[config.mk]
export PLATFORM = sky130hd
export DESIGN_NAME = demux_stream_1_to_n
export DESIGN_NICKNAME = d
export VERILOG_FILES = /design/src/rtl/demux_stream_1_to_n.sv
export SDC_FILE = /design/constraint.sdc
export NUM_CORES = 1
export LEC_CHECK = 0
export ABC_AREA = 1
export BUFFER_PORTS_ARGS = -buffer_cell sky130_fd_sc_hd__buf_2
export CELL_PAD_IN_SITES_DETAIL_PLACEMENT = 1
export CELL_PAD_IN_SITES_GLOBAL_PLACEMENT = 1
export CORE_UTILIZATION = 39
export DETAILED_ROUTE_END_ITERATION = 10
export GPL_ROUTABILITY_DRIVEN = 0
export PLACE_DENSITY = 0.88
export SYNTH_ARGS = -nofsm -noshare
export SYNTH_HDL_FRONTEND = slang
export SYNTH_SLANG_ARGS = --single-unit
[constraint.sdc]
create_clock -name clock -period 9.5 [get_ports clock]
set_clock_uncertainty 0.2 [all_clocks]
set_input_delay 0.475 -clock clock [delete_from_list [all_inputs] [get_ports clock]]
set_output_delay 0.475 -clock clock [all_outputs]
set_load 0.05 [all_outputs]
[src/rtl/demux_stream_1_to_n.sv]
// demux_stream_1_to_n
// Registered, handshaked 1-to-N stream demultiplexer. Each of the N = 2**sel_bits
// output channels owns a one-word holding slot {valid, data} with its own
// valid/ready handshake. A word goes either to one selected channel (unicast)
// or to every channel at once (broadcast, all-or-nothing).
module demux_stream_1_to_n #(
  parameter int bits     = 16,
  parameter int sel_bits = 4
) (
  input  logic                            clock,
  input  logic                            reset,
  input  logic [bits-1:0]                 in_data,
  input  logic [sel_bits-1:0]             in_select,
  input  logic                            in_bcast,
  input  logic                            in_valid,
  output logic                            in_ready,
  output logic [bits*(2**sel_bits)-1:0]   out_data,
  output logic [(2**sel_bits)-1:0]        out_valid,
  input  logic [(2**sel_bits)-1:0]        out_ready,
  output logic                            busy
);

  localparam int N = 2**sel_bits;

  logic [N-1:0]      valid_q;
  logic [N-1:0]      valid_d;
  logic [bits*N-1:0] data_q;
  logic [bits*N-1:0] data_d;
  logic [N-1:0]      free;
  logic [N-1:0]      sel_onehot;
  logic [N-1:0]      load;
  logic              accept;

  // Slot availability, input ready and the per-slot load strobes for this cycle
  always_comb begin
    free       = ~valid_q | out_ready;
    sel_onehot = N'(1) << in_select;
    if (in_bcast) begin
      in_ready = &free;
    end else begin
      in_ready = free[in_select];
    end
    accept = in_valid & in_ready;
    load   = '0;
    if (accept) begin
      if (in_bcast) begin
        load = '1;
      end else begin
        load = sel_onehot;
      end
    end
  end

  // Next slot contents: a refill beats a drain; a drained slot keeps its last data
  always_comb begin
    valid_d = valid_q;
    data_d  = data_q;
    for (int k = 0; k < N; k++) begin
      valid_d[k] = load[k] | (valid_q[k] & ~out_ready[k]);
      if (load[k]) begin
        data_d[k*bits +: bits] = in_data;
      end
    end
  end

  // Slot registers, cleared immediately by reset
  always_ff @(posedge clock or posedge reset) begin
    if (reset) begin
      valid_q <= '0;
      data_q  <= '0;
    end else begin
      valid_q <= valid_d;
      data_q  <= data_d;
    end
  end

  // Outputs come straight from the slot registers
  always_comb begin
    out_valid = valid_q;
    out_data  = data_q;
    busy      = |valid_q;
  end

endmodule

== After elaboration in Yosys (flattened, before gate mapping) ==
Cells that the tools add are included.

* Multiply operators: 0
* Shifts and indexed selects: 1
* Order comparisons: 1
* Div/mod/pow operators: 0
* Mux-type cells: 5
* Equal/unequal tests: 0
* Add/subtract/negate cells: 0
* Reduce and logical (&&, ||, !) cells: 2
* Bitwise operators: 51

{| class="wikitable"
|+ Operators with widths
! kind !! count
|-
| 16-bit two-way mux || 2
|-
| 1-bit bitwise AND || 17
|-
| 1-bit inverter || 16
|-
| 16-bit inverter || 1
|-
| 1-bit bitwise OR || 16
|-
| 16-bit bitwise OR || 1
|-
| 16-bit AND reduction || 1
|-
| 16-bit OR reduction || 1
|-
| 1-bit by 4-bit left shift with 16-bit output (first input constant) || 1
|-
| 4-bit by 5-bit less-than comparator with 1-bit output (second input constant) || 1
|-
| 1-bit binary-select mux with 4-bit select || 1
|-
| 1-bit two-way mux || 2
|}

* Output and inout port bits: 274
* Register bits: 272
* ROM bits: 0
* Input bits: 40
* Latch bits: 0
* Bits in writable memories: 0
* Memories kept: 0

== Depth between registers and ports, before layout ==
* Word-level depth: 8
* Depth in mapped cells: 14
* Mapped depth without buffers: 12

== Least setup slack after synthesis ==
Ideal clock, no wire load.

* Path kind: reg2out
* Start: register valid_q[7], in the netlist out_valid[7]
* End: output in_ready
* Data required time: 8.825 ns
* Setup slack: 6.994 ns
* Stages on the path, launching flop included: 9
* Data arrival time: 1.831 ns
* Buffers on the path: 1
* Cells stage by stage: dfrtp_1 nand2_1 nor2_1 nor2_1 nand3_1 nand3_2 nand3_1 nand2_1 clkbuf_1

* Longest elaborated chain between the ends: 5

{| class="wikitable"
|+ RTL lines
! what !! RTL line !! text
|-
| start: declaration || 25 || <nowiki>logic [N-1:0] valid_q;</nowiki>
|-
| start signal: assignment || 72 || <nowiki>valid_q <= valid_d;</nowiki>
|-
| 16-bit inverter * || 36 || <nowiki>free = ~valid_q | out_ready;</nowiki>
|-
| 16-bit bitwise OR * || 36 ||
|-
| 1-bit binary-select mux with 4-bit select || 41 || <nowiki>in_ready = free[in_select];</nowiki>
|-
| 1-bit two-way mux (not written as such) || 41 ||
|-
| 1-bit two-way mux * || 38 || <nowiki>if (in_bcast) begin</nowiki>
|-
| end: declaration || 16 || <nowiki>output logic in_ready,</nowiki>
|}

Every way passes the cells marked *; elsewhere a longest branch is shown, timed or not. The select of a mux whose other input is x is not followed.

== Worst setup path after layout ==
* Start: input out_ready[12]
* End: register data_q[54], in the netlist out_data[54]

* Longest elaborated chain between the ends: 6

{| class="wikitable"
|+ RTL lines
! what !! RTL line !! text
|-
| start: declaration || 19 || <nowiki>input logic [(2**sel_bits)-1:0] out_ready,</nowiki>
|-
| 16-bit bitwise OR * || 36 ||
|-
| 1-bit binary-select mux with 4-bit select || 41 ||
|-
| 1-bit two-way mux (not written as such) || 41 ||
|-
| 1-bit two-way mux * || 38 ||
|-
| 1-bit bitwise AND * || 43 || <nowiki>accept = in_valid & in_ready;</nowiki>
|-
| 16-bit two-way mux * || 45 || <nowiki>if (accept) begin</nowiki>
|-
| end signal: assignment || 73 || <nowiki>data_q <= data_d;</nowiki>
|-
| end: declaration || 27 || <nowiki>logic [bits*N-1:0] data_q;</nowiki>
|}

Marks and branches as above.
A chain may end at the register's enable or synchronous reset.

==> results.py <==
metrics = {
    "status": {
        "outcome": "completed",
    },
    "sta": {
        "fmax_mhz": 301,
        "finalSetupViolations": 0,
        "fin_crit_sh": 0.350,
        "maxSlewViolCount": 0,
        "fin_crit_ns": 3.33,
        "max_slew_margin": 0.301,
        "worst_slew_pin_slew_ns": 1.05,
        "hold_violations": 0,
        "setup_tns_ns": 0,
        "rsz0062_at_grt": "no",
    },
    "synth": {
        "yosysSeqAreaShare": 0.567,
        "synth_edf_count": 0,
        "synth_mux_area_frac": 0,
        "ys_top_cells_by_count": "nand2_1, dfrtp_1, nand4_1",
        "synth_top_area_frac": 0.567,
        "syn_avg_cell_area_sq_um": 9.05,
        "synth_area_sq_mm": 0.0120,
        "synth_area_leaders": "dfrtp_1, nand2_1, nand4_1, clkbuf_1, nand4_4",
        "yosysMostFrequentCell": "nand2_1",
        "async_flop_share": 1.00,
        "synth_top_family_by_area": "simple AND/OR/NAND/NOR gates",
        "synthesis.nets": 1365,
        "syn_inst": 1325,
        "synth-seq-cells": 272,
        "synth_ff_type": "dfrtp_1",
        "yosys_warnings": 0,
        "ys_types": 25,
        "yosys.area_share.simple": 0.358,
        "yosysTopAreaCell": "dfrtp_1",
        "synth_compound_area_frac": 0.0115,
        "synthXorXnorAreaFrac": 0,
        "synthAdderAreaFrac": 0,
    },
    "placement": {
        "io_buffers": 313,
        "place_inst": 1910,
        "dp_hpwl_mm": 28.4,
        "place_area_sq_mm": 0.0135,
    },
    "grt": {
        "grt_antenna_before_repair": 4,
        "gr-usage-all-layers": 0.290,
        "grt_max_degree": 132,
        "grt_pass1_wl_mm": 69.7,
        "grt_pass1_vias": 11400,
        "grt-ovfl-total": 0,
    },
    "setup_path": {
        "cp-end-kind": "register",
        "worst-path-max-fanout": 101,
        "critPathSlowestCell": "buf_4",
        "start_kind": "input port",
        "slowest_delay_ns": 0.89,
        "critPathKind": "input port to register",
        "critPathMostFrequentCell": "nand4_1",
        "crit_required_ns": 9.78,
        "crit_chain": "dlygate4sd3_1 -> buf_2 -> inv_1 -> nand2_1 -> nand4_1 -> nor2_1 -> nand4_1 -> nand2_4 -> buf_4 -> nand4_1 -> nand2_1",
        "cp_data_arrival_time_ns": 3.60,
    },
    "pwr": {
        "internal_power_w": 0.00253,
        "ir_drop_uv": 190,
        "p_clk_frac": 0.258,
        "p_sw_w": 0.00223,
        "p_seq_frac": 0.343,
        "comb_power_share": 0.399,
        "pwr_density_cell_mw_per_mm2": 326,
        "p_sw_frac": 0.468,
        "p_total_w": 0.00476,
        "leakage_nw": 8.06,
    },
    "clock_tree": {
        "clkSinkCount": 272,
        "cts_buffers": 30,
        "worst_skew_pair.late_latency_ns": 0.55,
        "clk_pin_slew_ns": 0.06,
        "cts_htree_levels": 1,
        "cts_tree": "yes",
        "postCtsSetupBuffers": 0,
        "root_buffer": "clkbuf_16",
        "clock_path_buffers": 3,
    },
    "die": {
        "start_util": 0.401,
        "io_pins": 314,
        "die_width_um": 177,
        "die_y_um": 177,
        "die_area_sq_mm": 0.0315,
        "rows": 63,
        "core_sq_mm": 0.0300,
    },
    "drt": {
        "route.detailed.wl_per_inst_um": 23.3,
        "via_per_inst": 5.73,
        "final_antenna_net_count": 0,
        "drtPass1Iterations": 5,
        "drt-total-wl_mm": 46.0,
        "first_iter_violations": 1043,
        "drc_errors": 0,
        "dr_total_vias": 11300,
    },
    "layout": {
        "layoutNonFillerInstCount": 1972,
        "drive_above_1_share": 0.279,
        "final_cell_area_sq_mm": 0.0146,
        "fill_cells": 3536,
        "layout.nets": 1596,
        "syn2layout_area_growth_pct": 21.6,
    },
    "job": {
        "max_cap_violations": 0,
    },
    "worst_hold_path": {
        "hold_path.class": "input port to register",
    },
}
[kinds of logic (layout without fill, tap and decap cells)]
kind of cell           after synthesis  in the layout
AO/OA/AOI/OAI                       17             17
buffers and inverters              157            411
flip-flops                         272            272
other                                0              3
AND/OR/NAND/NOR                    879            879
[stage by stage]
step,worst slack [ns],hold WS [ns],utilization
2_1_floorplan,1.33,0.441,-
3_3_place_gp,6.26,0.249,0.451
3_5_place_dp,6.18,0.253,0.451
4_1_cts,6.27,0.00318,0.487
5_1_grt,6.02,0.0505,0.487
6_report,6.17,0.0296,0.487
[sequential cells by signal, indices dropped and copies added (netlist names)]
register	flops
out_valid	16
out_data	256
[power groups by stage]
stage	Combinational, W	Sequential (W)	Clock (W)
global placement	0.00185	0.00163	0
global route	0.00199	0.00166	0.00128
finish	0.00190	0.00163	0.00123
floorplan	0.000403	0.00262	0
CTS	0.00190	0.00163	0.00124
detailed placement	0.00189	0.00164	0
[timing repair]
action / 4_1_cts / 5_1_grt
hold buffers: 4 / 0
endpoints found under the hold margin: 95 / 0
gates resized for setup: 0 / 0
endpoints found under the setup margin: 0 / 0
[path summary, 6_finish.rpt]
kind,slack (ns),cells after the start,from,to
worst max-delay path,6.17,11,out_ready[12],out_data[54]$_DFFE_PP0P_
worst min-delay path,0.03,4,out_ready[5],out_valid[5]$_DFF_PP0_
worst max register to register,6.26,8,out_valid[15]$_DFF_PP0_,out_data[54]$_DFFE_PP0P_
worst min register to register,0.27,2,out_data[192]$_DFFE_PP0P_,out_data[192]$_DFFE_PP0P_
max in group asynchronous,7.05,4,reset,out_data[42]$_DFFE_PP0P_
min in group asynchronous,0.48,3,reset,out_data[172]$_DFFE_PP0P_
[layer usage]
metal	vias up	wire length [um]	global-route usage
li1	4957	-	-
met1	5808	19200	0.384
met2	436	22200	0.480
met3	88	3320	0.0591
met4	2	1340	0.0848
met5	-	10	0
[cells in the final DEF, fill, tap and decap left out]
cell,synthesis,layout
nor2_2,1,1
buf_2,35,312
dlygate4sd3_1,0,4
nor2_1,25,25
inv_2,4,4
nand3_2,2,2
nor4_1,4,4
inv_1,26,25
buf_8,3,1
clkinv_2,1,6
buf_4,4,8
diode_2,0,3
nand4_1,261,261
clkbuf_16,0,31
clkbuf_8,0,9
dfrtp_1,272,272
o21ai_2,14,14
nand4_4,10,10
inv_8,0,1
nand2_1,534,533
nand3_1,5,5
o21ai_1,2,2
bufinv_16,0,3
nand2_2,30,30
nand2_4,1,2
nand4_2,6,6
a21oi_1,1,1
clkbuf_1,60,7
[worst max-delay path: cells and delay by family]
kind,cells,cell delay (ns)
simple gates,7,1.37
buf+inv,4,1.64
[area by class of cell]
class                   instances  area [sq um]  share of cell area
clock inverters                 8           115             0.00789
well taps                     390           488              0.0335
flip-flops and latches        272          6810               0.467
repair buffers                325          1680               0.115
multi-input cells             896          4440               0.304
clock buffers                  47           926              0.0635
diodes                          3          7.51            0.000515
inverters                      31           125             0.00858
Note: power is estimated with default switching activity, not from simulation.
